===== src/rtl/fog_param_scheduler_if.sv =====
`default_nettype none
// ============================================================================
// Module      : fog_param_scheduler_if
// Description : Bundle of the register-bank side and FOG-core side signals
//               of fog_param_scheduler. The master modport drives the write
//               port, commit and period tick. The slave modport (the
//               scheduler) drives the live parameters and status.
// Ports       : i_wr_en/i_wr_addr/i_wr_data  shadow write port
//               i_commit, i_period_tick     control pulses
//               o_var_*                     live FOG loop parameters
//               o_busy/o_done/o_err/o_late  status
//               o_apply_cnt                 apply counter
// Revision    : 1.0 - initial release
// ============================================================================
interface fog_param_scheduler_if;
  logic        i_wr_en;
  logic [3:0]  i_wr_addr;
  logic [31:0] i_wr_data;
  logic        i_commit;
  logic        i_period_tick;

  logic [31:0] o_var_freq_cnt;
  logic [31:0] o_var_amp_H;
  logic [31:0] o_var_amp_L;
  logic        o_var_polarity;
  logic [31:0] o_var_wait_cnt;
  logic [31:0] o_var_err_offset;
  logic [31:0] o_var_avg_sel;
  logic [31:0] o_var_gainSel_step;
  logic [31:0] o_var_gainSel_ramp;
  logic [31:0] o_var_fb_ON;
  logic [31:0] o_var_const_step;
  logic        o_busy;
  logic        o_done;
  logic        o_err;
  logic        o_late;
  logic [15:0] o_apply_cnt;

  modport master (
    output i_wr_en, i_wr_addr, i_wr_data, i_commit, i_period_tick,
    input  o_var_freq_cnt, o_var_amp_H, o_var_amp_L, o_var_polarity,
           o_var_wait_cnt, o_var_err_offset, o_var_avg_sel,
           o_var_gainSel_step, o_var_gainSel_ramp, o_var_fb_ON,
           o_var_const_step, o_busy, o_done, o_err, o_late, o_apply_cnt
  );

  modport slave (
    input  i_wr_en, i_wr_addr, i_wr_data, i_commit, i_period_tick,
    output o_var_freq_cnt, o_var_amp_H, o_var_amp_L, o_var_polarity,
           o_var_wait_cnt, o_var_err_offset, o_var_avg_sel,
           o_var_gainSel_step, o_var_gainSel_ramp, o_var_fb_ON,
           o_var_const_step, o_busy, o_done, o_err, o_late, o_apply_cnt
  );
endinterface
`default_nettype wire


===== src/rtl/fog_param_scheduler.sv =====
`default_nettype none
// ============================================================================
// Module      : fog_param_scheduler
// Description : Double-buffered FOG loop parameter scheduler. The CPU writes
//               a shadow bank; a commit validates it and arms a copy to the
//               live bank that happens on the next modulation-period tick
//               (or on a timeout, flagged as late).
// Ports       : CLOCK_CPU   sole clock
//               RST_SYNC_N  asynchronous active-low reset
//               bus         fog_param_scheduler_if.slave (write port, commit,
//                           period tick, live parameters, status)
// Revision    : 1.0 - initial release
// ============================================================================
module fog_param_scheduler #(
  parameter int TIMEOUT_CYC  = 1_000_000,
  parameter int MIN_FREQ_CNT = 4,
  parameter int MAX_AVG_SEL  = 15,
  parameter int MAX_GAIN_SEL = 31
) (
  input  logic                   CLOCK_CPU,
  input  logic                   RST_SYNC_N,
  fog_param_scheduler_if.slave   bus
);

  localparam logic [1:0] ST_IDLE  = 2'd0;
  localparam logic [1:0] ST_CHECK = 2'd1;
  localparam logic [1:0] ST_ARMED = 2'd2;

  localparam int          NUM_PARAMS = 11;
  localparam logic [3:0]  LAST_ADDR  = 4'd10;
  localparam logic [31:0] MIN_FREQ   = 32'(MIN_FREQ_CNT);
  localparam logic [31:0] AVG_LIM    = 32'(MAX_AVG_SEL);
  localparam logic [31:0] GAIN_LIM   = 32'(MAX_GAIN_SEL);
  localparam logic [31:0] TMO_LAST   = 32'(TIMEOUT_CYC - 1);

  // Bank index map: 0 freq_cnt, 1 amp_H, 2 amp_L, 3 polarity, 4 wait_cnt,
  // 5 err_offset, 6 avg_sel, 7 gainSel_step, 8 gainSel_ramp, 9 fb_ON,
  // 10 const_step.
  function automatic logic [31:0] default_val(input int idx);
    logic [31:0] v;
    v = 32'd0;
    case (idx)
      0:       v = 32'd1000;
      1:       v = 32'd5000;
      2:       v = 32'd5000;
      4:       v = 32'd50;
      6:       v = 32'd10;
      7:       v = 32'd5;
      8:       v = 32'd10;
      9:       v = 32'd1;
      10:      v = 32'd100;
      default: v = 32'd0;
    endcase
    return v;
  endfunction

  // Polarity keeps bit 0; selector fields saturate as unsigned values.
  function automatic logic [31:0] shape_write(input logic [3:0] addr,
                                              input logic [31:0] data);
    logic [31:0] v;
    v = data;
    case (addr)
      4'd3:       v = {31'd0, data[0]};
      4'd6:       v = (data > AVG_LIM)  ? AVG_LIM  : data;
      4'd7, 4'd8: v = (data > GAIN_LIM) ? GAIN_LIM : data;
      default:    v = data;
    endcase
    return v;
  endfunction

  logic [1:0]  state;
  logic [31:0] shadow [NUM_PARAMS];
  logic [31:0] live   [NUM_PARAMS];
  logic [31:0] tmo_cnt;
  logic        busy;
  logic        done;
  logic        err;
  logic        late;
  logic [15:0] apply_cnt;

  // A write arriving together with a commit is parked here so that the
  // commit validates and applies the pre-write bank; it is folded into the
  // shadow bank when the scheduler returns to IDLE.
  logic        pend_valid;
  logic [3:0]  pend_addr;
  logic [31:0] pend_data;

  logic wr_known;
  logic bank_valid;
  logic tmo_hit;
  logic apply_now;

  assign wr_known   = (bus.i_wr_addr <= LAST_ADDR);
  assign bank_valid = (shadow[0] >= MIN_FREQ) &&
                      (shadow[4] <  shadow[0]) &&
                      ($signed(shadow[2]) <= $signed(shadow[1]));
  assign tmo_hit    = (tmo_cnt == TMO_LAST);
  assign apply_now  = (state == ST_ARMED) && (bus.i_period_tick || tmo_hit);

  always_ff @(posedge CLOCK_CPU or negedge RST_SYNC_N) begin
    if (!RST_SYNC_N) begin
      state      <= ST_IDLE;
      tmo_cnt    <= 32'd0;
      busy       <= 1'b0;
      done       <= 1'b0;
      err        <= 1'b0;
      late       <= 1'b0;
      apply_cnt  <= 16'd0;
      pend_valid <= 1'b0;
      pend_addr  <= 4'd0;
      pend_data  <= 32'd0;
      for (int k = 0; k < NUM_PARAMS; k++) begin
        shadow[k] <= default_val(k);
        live[k]   <= default_val(k);
      end
    end else begin
      done <= 1'b0;
      case (state)
        ST_IDLE: begin
          if (bus.i_wr_en) begin
            if (!wr_known) begin
              err <= 1'b1;
            end else if (bus.i_commit) begin
              pend_valid <= 1'b1;
              pend_addr  <= bus.i_wr_addr;
              pend_data  <= shape_write(bus.i_wr_addr, bus.i_wr_data);
            end else begin
              shadow[bus.i_wr_addr] <= shape_write(bus.i_wr_addr, bus.i_wr_data);
            end
          end
          if (bus.i_commit) begin
            state <= ST_CHECK;
            busy  <= 1'b1;
          end
        end

        ST_CHECK: begin
          if (bank_valid) begin
            state   <= ST_ARMED;
            err     <= 1'b0;
            late    <= 1'b0;
            tmo_cnt <= 32'd0;
          end else begin
            state <= ST_IDLE;
            busy  <= 1'b0;
            err   <= 1'b1;
            if (pend_valid) begin
              shadow[pend_addr] <= pend_data;
              pend_valid        <= 1'b0;
            end
          end
          // A dropped write is reported even if this commit is accepted.
          if (bus.i_wr_en) begin
            err <= 1'b1;
          end
        end

        ST_ARMED: begin
          if (apply_now) begin
            for (int k = 0; k < NUM_PARAMS; k++) begin
              live[k] <= shadow[k];
            end
            apply_cnt <= apply_cnt + 16'd1;
            done      <= 1'b1;
            busy      <= 1'b0;
            state     <= ST_IDLE;
            // A tick coinciding with the timeout counts as on time.
            if (!bus.i_period_tick) begin
              late <= 1'b1;
            end
            if (pend_valid) begin
              shadow[pend_addr] <= pend_data;
              pend_valid        <= 1'b0;
            end
          end else begin
            tmo_cnt <= tmo_cnt + 32'd1;
          end
          if (bus.i_wr_en) begin
            err <= 1'b1;
          end
        end

        default: begin
          state <= ST_IDLE;
          busy  <= 1'b0;
        end
      endcase
    end
  end

  assign bus.o_var_freq_cnt     = live[0];
  assign bus.o_var_amp_H        = live[1];
  assign bus.o_var_amp_L        = live[2];
  // Only bit 0 of the polarity entry can ever be set, so the OR is bit 0.
  assign bus.o_var_polarity     = |live[3];
  assign bus.o_var_wait_cnt     = live[4];
  assign bus.o_var_err_offset   = live[5];
  assign bus.o_var_avg_sel      = live[6];
  assign bus.o_var_gainSel_step = live[7];
  assign bus.o_var_gainSel_ramp = live[8];
  assign bus.o_var_fb_ON        = live[9];
  assign bus.o_var_const_step   = live[10];
  assign bus.o_busy             = busy;
  assign bus.o_done             = done;
  assign bus.o_err              = err;
  assign bus.o_late             = late;
  assign bus.o_apply_cnt        = apply_cnt;

endmodule
`default_nettype wire


===== src/flat_wrapper.sv =====
// flat-port wrapper written by rule: the top's interface ports become plain ports
module fog_param_scheduler_flat 
#(
  parameter int TIMEOUT_CYC  = 1_000_000,
  parameter int MIN_FREQ_CNT = 4,
  parameter int MAX_AVG_SEL  = 15,
  parameter int MAX_GAIN_SEL = 31
)
  (CLOCK_CPU, RST_SYNC_N, bus_i_wr_en, bus_i_wr_addr, bus_i_wr_data, bus_i_commit, bus_i_period_tick, bus_o_var_freq_cnt, bus_o_var_amp_H, bus_o_var_amp_L, bus_o_var_polarity, bus_o_var_wait_cnt, bus_o_var_err_offset, bus_o_var_avg_sel, bus_o_var_gainSel_step, bus_o_var_gainSel_ramp, bus_o_var_fb_ON, bus_o_var_const_step, bus_o_busy, bus_o_done, bus_o_err, bus_o_late, bus_o_apply_cnt);
  fog_param_scheduler_if bus_i ();
  input  logic CLOCK_CPU;
  input  logic RST_SYNC_N;
  input wire logic [$bits(bus_i.i_wr_en)-1:0] bus_i_wr_en;
  input wire logic [$bits(bus_i.i_wr_addr)-1:0] bus_i_wr_addr;
  input wire logic [$bits(bus_i.i_wr_data)-1:0] bus_i_wr_data;
  input wire logic [$bits(bus_i.i_commit)-1:0] bus_i_commit;
  input wire logic [$bits(bus_i.i_period_tick)-1:0] bus_i_period_tick;
  output wire logic [$bits(bus_i.o_var_freq_cnt)-1:0] bus_o_var_freq_cnt;
  output wire logic [$bits(bus_i.o_var_amp_H)-1:0] bus_o_var_amp_H;
  output wire logic [$bits(bus_i.o_var_amp_L)-1:0] bus_o_var_amp_L;
  output wire logic [$bits(bus_i.o_var_polarity)-1:0] bus_o_var_polarity;
  output wire logic [$bits(bus_i.o_var_wait_cnt)-1:0] bus_o_var_wait_cnt;
  output wire logic [$bits(bus_i.o_var_err_offset)-1:0] bus_o_var_err_offset;
  output wire logic [$bits(bus_i.o_var_avg_sel)-1:0] bus_o_var_avg_sel;
  output wire logic [$bits(bus_i.o_var_gainSel_step)-1:0] bus_o_var_gainSel_step;
  output wire logic [$bits(bus_i.o_var_gainSel_ramp)-1:0] bus_o_var_gainSel_ramp;
  output wire logic [$bits(bus_i.o_var_fb_ON)-1:0] bus_o_var_fb_ON;
  output wire logic [$bits(bus_i.o_var_const_step)-1:0] bus_o_var_const_step;
  output wire logic [$bits(bus_i.o_busy)-1:0] bus_o_busy;
  output wire logic [$bits(bus_i.o_done)-1:0] bus_o_done;
  output wire logic [$bits(bus_i.o_err)-1:0] bus_o_err;
  output wire logic [$bits(bus_i.o_late)-1:0] bus_o_late;
  output wire logic [$bits(bus_i.o_apply_cnt)-1:0] bus_o_apply_cnt;
  assign bus_i.i_wr_en = bus_i_wr_en;
  assign bus_i.i_wr_addr = bus_i_wr_addr;
  assign bus_i.i_wr_data = bus_i_wr_data;
  assign bus_i.i_commit = bus_i_commit;
  assign bus_i.i_period_tick = bus_i_period_tick;
  assign bus_o_var_freq_cnt = bus_i.o_var_freq_cnt;
  assign bus_o_var_amp_H = bus_i.o_var_amp_H;
  assign bus_o_var_amp_L = bus_i.o_var_amp_L;
  assign bus_o_var_polarity = bus_i.o_var_polarity;
  assign bus_o_var_wait_cnt = bus_i.o_var_wait_cnt;
  assign bus_o_var_err_offset = bus_i.o_var_err_offset;
  assign bus_o_var_avg_sel = bus_i.o_var_avg_sel;
  assign bus_o_var_gainSel_step = bus_i.o_var_gainSel_step;
  assign bus_o_var_gainSel_ramp = bus_i.o_var_gainSel_ramp;
  assign bus_o_var_fb_ON = bus_i.o_var_fb_ON;
  assign bus_o_var_const_step = bus_i.o_var_const_step;
  assign bus_o_busy = bus_i.o_busy;
  assign bus_o_done = bus_i.o_done;
  assign bus_o_err = bus_i.o_err;
  assign bus_o_late = bus_i.o_late;
  assign bus_o_apply_cnt = bus_i.o_apply_cnt;
  fog_param_scheduler #(.TIMEOUT_CYC(TIMEOUT_CYC), .MIN_FREQ_CNT(MIN_FREQ_CNT), .MAX_AVG_SEL(MAX_AVG_SEL), .MAX_GAIN_SEL(MAX_GAIN_SEL)) u_core (.CLOCK_CPU(CLOCK_CPU), .RST_SYNC_N(RST_SYNC_N), .bus(bus_i));
endmodule

===== config.mk =====
export PLATFORM = sky130hd
export DESIGN_NAME = fog_param_scheduler_flat
export DESIGN_NICKNAME = d
export VERILOG_FILES = /design/src/rtl/fog_param_scheduler_if.sv /design/src/rtl/fog_param_scheduler.sv /design/src/flat_wrapper.sv
export SDC_FILE = /design/constraint.sdc
export NUM_CORES = 2
export LEC_CHECK = 0
export CAP_MARGIN = 10
export CELL_PAD_IN_SITES_DETAIL_PLACEMENT = 0
export CELL_PAD_IN_SITES_GLOBAL_PLACEMENT = 1
export CORE_MARGIN = 2
export CORE_UTILIZATION = 42
export CTS_BUF_LIST = sky130_fd_sc_hd__clkbuf_4 sky130_fd_sc_hd__clkbuf_8
export CTS_CLUSTER_DIAMETER = 150
export DETAILED_ROUTE_END_ITERATION = 6
export HOLD_SLACK_MARGIN = 0.05
export PLACE_DENSITY = 0.75
export SLEW_MARGIN = 20
export SYNTH_ARGS = -nofsm -noshare
export SYNTH_HDL_FRONTEND = slang
export SYNTH_SLANG_ARGS = --single-unit
export TNS_END_PERCENT = 20

===== constraint.sdc =====
create_clock -name CLOCK_CPU -period 5.8 [get_ports CLOCK_CPU]
set_input_delay 1.16 -clock CLOCK_CPU [delete_from_list [all_inputs] [get_ports CLOCK_CPU]]
set_output_delay 1.16 -clock CLOCK_CPU [all_outputs]
set_load 0.05 [all_outputs]

# == Yosys cells after proc, flatten, opt, wreduce, memory -nomap -nowiden ==
# Cells that the tools add are included.
# W data, S select, Z words.
# word_totals
regBits,795
inputBits,41
output_inout_bits,341
# classes
add_sub_neg,2
order_cmp,10
eq_ne,18
muxes,46
bitwise_logic,2
reduce_logical,20
# op_table
cell,count
$mux W352,6
$pmux W352 S3,1
$bwmux W352,2
$mux W32,10
$demux W32 S4,2
$pmux W32 S3,1
$pmux W32 S2,1
$add A32 B1 Y32 const B,1
$eq A32 B20 Y1 const B,1
$ge A32 B3 Y1 const B,1
$gt A32 B4 Y1 const B,1
$gt A32 B5 Y1 const B,1
$le A32 B32 Y1,1
$lt A32 B32 Y1,1
$reduce_or A32 Y1,1
$add A16 B1 Y16 const B,1
$ne A2 B2 Y1 const B,8
$mux W1,15
$reduce_and A4 Y1,3
$reduce_and A6 Y1,2
$ge A5 B5 Y1 const B,2
$lt A5 B1 Y1 const B,2
$not A4 Y5,2
$pmux W1 S3,3
18 further kinds,29

# == Depth between registers and ports, before layout ==
# depth
depth_word,12
ltp_mapped,13
depth_no_buf,10

# == Least setup slack after synthesis ==
# No wires, ideal clock.
# synth_timing
path_type,input to register
start,input bus_i_wr_data[27]
end,register u_core.shadow[322] (netlist name)
setup_time_ns,0.128
t_arrival_ns,3.090
setup_slack_ns,2.583
stages,10
n_path_buf,2
cell_sequence,clkbuf_1 > nor4_1 > and4_1 > nand4_1 > a32oi_1 > o22ai_1 > a21oi_1 > clkbuf_1 > o22ai_1 > mux2_1
# synth_via
elab_chain_cells,12
# synth_rtl
item,line,text
"start, declared",flat_wrapper.sv:15,input wire logic [$bits(bus_i.i_wr_data)-1:0] bus_i_wr_data;
$gt A32 B5 Y1 / $gt A32 B4 Y1 (equally long branches),"fog_param_scheduler.sv:65, fog_param_scheduler.sv:64",
"$mux W32, on equally long branches","fog_param_scheduler.sv:65, fog_param_scheduler.sv:64",
$pmux W32 S3 (*),fog_param_scheduler.sv:62,case (addr)
$mux W32 (*),fog_param_scheduler.sv:123,end else if (bus.i_commit) begin
$mux W32 (*),fog_param_scheduler.sv:121,if (!wr_known) begin
$mux W32 (*),fog_param_scheduler.sv:120,if (bus.i_wr_en) begin
$mux W32 (*),fog_param_scheduler.sv:118,case (state)
$bwmux W352 (*),fog_param_scheduler.sv:128,"shadow[bus.i_wr_addr] <= shape_write(bus.i_wr_addr, bus.i_wr_data);"
$mux W352 (*),fog_param_scheduler.sv:123,
$mux W352 (*),fog_param_scheduler.sv:121,
$mux W352 (*),fog_param_scheduler.sv:120,
$pmux W352 S3 (*),fog_param_scheduler.sv:118,
"end signal, assigned by index",fog_param_scheduler.sv:113,shadow[k] <= default_val(k);
"end signal, assigned by index",fog_param_scheduler.sv:128,
"end signal, assigned by index",fog_param_scheduler.sv:148,shadow[pend_addr] <= pend_data;
"end, declared",fog_param_scheduler.sv:72,logic [31:0] shadow [NUM_PARAMS];
# Mark *: on every way between the ends. The rest lies on a longest branch, timed or not. The select of a mux whose other input is x is not followed.
# A chain may end at the register's enable or synchronous reset.

# == Worst setup path in the final report ==
# layout_timing
start,register u_core.shadow[327] (netlist name)
end,register u_core.shadow[119] (netlist name)
# layout_via
elab_chain_cells,5
# layout_rtl
item,line,text
$ge A32 B3 Y1 / $lt A32 B32 Y1 (equally long branches),"fog_param_scheduler.sv:94, fog_param_scheduler.sv:95",
$logic_and A1 B1 Y1 (*),fog_param_scheduler.sv:94,assign bank_valid = (shadow[0] >= MIN_FREQ) &&
$logic_and A1 B1 Y1 (*),fog_param_scheduler.sv:95,(shadow[4] < shadow[0]) &&
$ne A2 B2 Y1 (no source line) (*),--,
$reduce_and A6 Y1 (no source line) (*),--,
# Mark *: on every way between the ends. The rest lies on a longest branch, timed or not.

==> flow_summary.yaml <==
grt:
  grt_pass1_vias: 27932
  antenna_found_initial: 16
  gr-usage-all-layers_pct: 26.38
  grt_pass1_wl_um: 184300
  grt_max_degree: 153
  overflow: 0
floorplanning:
  fp.dieArea_mm2: 0.09230
  ioPinCount: 382
  num_rows: 109
  core_area_mm2: 0.08878
  fp.dieW_um: 303.8
  start_util_pct: 42.52
  dieHeight_um: 303.8
pwr:
  p_int_mw: 12.66
  power.leakage_nw: 20.39
  p_per_area_mw_per_mm2: 511.4
  power_frac_seq_pct: 36.7
  p_sw_mw: 9.473
  p_clk_share_pct: 25.2
  swShare_pct: 42.80
  pwr-share-comb_pct: 38.0
  ir_drop_mv: 0.3214
drt:
  totalWireLength_um: 122900
  via_count: 28874
  drtPass1Iterations: 6
  drc: 0
  wire_per_inst_um: 23.39
  antenna_left: 0
  via_per_inst: 5.495
  drtIter0Drc: 2864
synthesis:
  syn-instance-count: 3946
  yosysSeqAreaShare_pct: 52.89
  ys.flop_type: "dfrtp_1"
  ys_seq_elements: 795
  yosys_warnings: 0
  synth.avg_cell_area_um2: 9.567
  synth_cell_types: 67
  synth_enable_flop_cells: 0
  async_flop_share_pct: 100.0
  synth_fp_nets: 4056
  syn-cell-area_mm2: 0.03775
clock_network:
  cts_tree: "yes"
  htreeDepth: 4
  cts_resized: 0
  cts_sinks: 795
  clkTransAtPathRegs_ns: 0.06
  cts_max_path_buffers: 3
  cts.hold.buffers_added: 0
  cts_setup_buffers: 0
  cts-root-buf: "clkbuf_8"
  numCtsBuffers: 142
  insertion_delay_ns: 0.82
timing:
  fin_crit_ns: 4.352
  timing.final.crit_share_pct: 75.03
  holdWs_ns: 0.4343
  fmax_mhz: 229.8
  setup_viol: 0
  fin_tns_setup_ns: 0
  maxSlewViolCount: 0
  rsz0062_at_grt: "no"
  skew_ns: 0.02994
  slew_headroom_pct: 27.21
  hold_viol: 0
  tightestPinTransition_ns: 1.092
worst_setup_path:
  critical_path_class: "flop to flop"
  worstPathArrival_ns: 5.09
  critPathMaxFanout: 63
  r2r_cells: 11
  worstPathRequired_ns: 6.54
  worst_setup_path_start_kind: "flop"
  endpoint_kind: "flop"
cells_and_area:
  final_cell_mix: "nand2_1 (1,236), dfrtp_1 (737), clkdlybuf4s50_1 (380)"
  stdcell_count: 5255
  final_layout_size_suffix_gt1_share_pct: 14.01
  nets: 4088
  fillers: 8311
  final_common_cell: "nand2_1"
  area_growth_pct: 14.66
job:
  maxCapViolations: 0
placed_design:
  place_inst: 4999
  portBuffers: 381
  gp_congestion: 0.8976
  place_hpwl_um: 82250
run_status:
  status: "finished clean"
min_path:
  holdCritPathClass: "input pin to asynchronous set/reset pin"
[sequential cells by signal, summed over array words and instances, names as in the netlist]
| signal | cells |
|---|---|
| u_core.bus.o_done | 1 |
| u_core.pend_valid | 1 |
| u_core.bus.o_var_gainSel_step | 32 |
| u_core.state | 2 |
| u_core.bus.o_var_amp_L | 32 |
| u_core.bus.o_var_freq_cnt | 32 |
| u_core.bus.o_var_err_offset | 32 |
| u_core.pend_addr | 4 |
| u_core.bus.o_var_amp_H | 32 |
| u_core.bus.o_var_avg_sel | 32 |
| u_core.bus.o_err | 1 |
| u_core.bus.o_late | 1 |
| u_core.shadow | 352 |
| u_core.live | 32 |
| u_core.bus.o_apply_cnt | 16 |
| u_core.pend_data | 32 |
| u_core.bus.o_var_const_step | 32 |
| u_core.bus.o_busy | 1 |
| u_core.bus.o_var_gainSel_ramp | 32 |
| u_core.bus.o_var_wait_cnt | 32 |
| u_core.tmo_cnt | 32 |
| u_core.bus.o_var_fb_ON | 32 |
[power by group through the flow]
stage          Sequential (mW)  Clock, mW  Combinational [mW]
2_1_floorplan             7.79          0                6.30
3_3_place_gp              8.20          0                8.29
3_5_place_dp              8.20          0                8.38
4_1_cts                   8.13       5.70                8.41
5_1_grt                   8.29       5.96                8.95
6_report                  8.13       5.58                8.42
[kinds of logic (layout without fill, tap and decap cells)]
| group | count (synthesis) | after routing | synth area share (%) |
|---|---|---|---|
| other | 0 | 7 | 0 |
| DFF | 795 | 795 | 52.89 |
| AOI/OAI and AO/OA | 610 | 610 | 10.42 |
| buffers and inverters | 651 | 788 | 10.02 |
| adders and majority gates | 69 | 69 | 2.287 |
| muxes | 235 | 235 | 6.874 |
| xor gates and xnor gates | 15 | 15 | 0.3480 |
| and+or+nand+nor | 1571 | 1571 | 17.16 |
[final timing paths]
| kind | startpoint | to | slack, ns |
|---|---|---|---|
| setup / recovery | u_core.shadow[327]$_DFFE_PN1P_ | u_core.shadow[119]$_DFFE_PN0P_ | 1.45 |
| hold / removal | RST_SYNC_N | u_core.shadow[146]$_DFFE_PN0P_ | 0.43 |
| setup reg to reg | u_core.shadow[327]$_DFFE_PN1P_ | u_core.shadow[119]$_DFFE_PN0P_ | 1.45 |
| hold reg to reg | u_core.shadow[98]$_DFFE_PN1P_ | u_core.bus.o_var_gainSel_step[2]$_DFFE_PN1P_ | 0.46 |
| max in group asynchronous | RST_SYNC_N | u_core.bus.o_var_const_step[18]$_DFFE_PN0P_ | 4.05 |
| min in group CLOCK_CPU | u_core.shadow[98]$_DFFE_PN1P_ | u_core.bus.o_var_gainSel_step[2]$_DFFE_PN1P_ | 0.46 |
[synthesized netlist by cell type (17+ instances only)]
| cell type | count | area share (%) |
|---|---|---|
| nand2_1 | 1236 | 12 |
| dfrtp_1 | 737 | 49 |
| buf_4 | 337 | 6.7 |
| o21ai_0 | 281 | 3.7 |
| clkbuf_1 | 190 | 1.9 |
| mux2_2 | 160 | 4.8 |
| a32o_1 | 113 | 3.0 |
| nor2_1 | 97 | 0.96 |
| a21oi_1 | 91 | 1.2 |
| inv_1 | 78 | 0.78 |
| ha_1 | 69 | 2.3 |
| dfstp_2 | 58 | 4.0 |
| mux2i_1 | 53 | 1.4 |
| nand3_1 | 53 | 0.70 |
| o22ai_1 | 53 | 0.88 |
| and2_1 | 38 | 0.63 |
| nor4_1 | 31 | 0.51 |
| and3_1 | 30 | 0.50 |
| buf_2 | 28 | 0.37 |
| mux2_1 | 18 | 0.54 |
| nand4_1 | 17 | 0.28 |
| o221ai_1 | 17 | 0.39 |
[metrics by stage]
stage | instance area (um^2) | worst slack (ns) | util [%] | power (mW)
6_report | 43280 | 1.448 | 48.75 | 22.14
2_1_floorplan | 37750 | 2.583 | - | 14.10
3_3_place_gp | 40230 | 1.231 | 45.31 | 16.50
5_1_grt | 43270 | 1.280 | 48.74 | 23.20
4_1_cts | 43270 | 1.586 | 48.73 | 22.24
3_5_place_dp | 40230 | 1.218 | 45.32 | 16.59
[cell type report]
cell class,count,area (um^2),share of cell area [%]
Sequential cell,795,19970,46.13
Multi-Input combinational cell,2500,14030,32.42
Timing Repair Buffer,460,4474,10.34
Clock buffer,222,2780,6.423
Tap cell,1165,1458,3.368
Inverter,79,304.0,0.7024
Clock inverter,27,251.5,0.5810
Antenna cell,7,17.52,0.04047
[layer usage]
metal	GRT usage [%]	wire, um	up-vias
li1	-	-	13026
met1	36.41	53140	14374
met2	39.41	54130	1208
met3	7.145	10730	248
met4	10.54	4825	18
met5	0	110	-
[critical path: stages, from the launching register on]
cell and delay [ns]:
dfstp_2 0.54, inv_1 0.07, ha_1 0.29, nand2_1 0.06
nor3_1 0.17, a21oi_1 0.10, o41ai_1 0.60, a31oi_1 0.39
nand3_2 0.40, and2_4 0.68, buf_4 0.64, a32o_1 0.27
No activity file was read; power rests on OpenSTA's default activity.
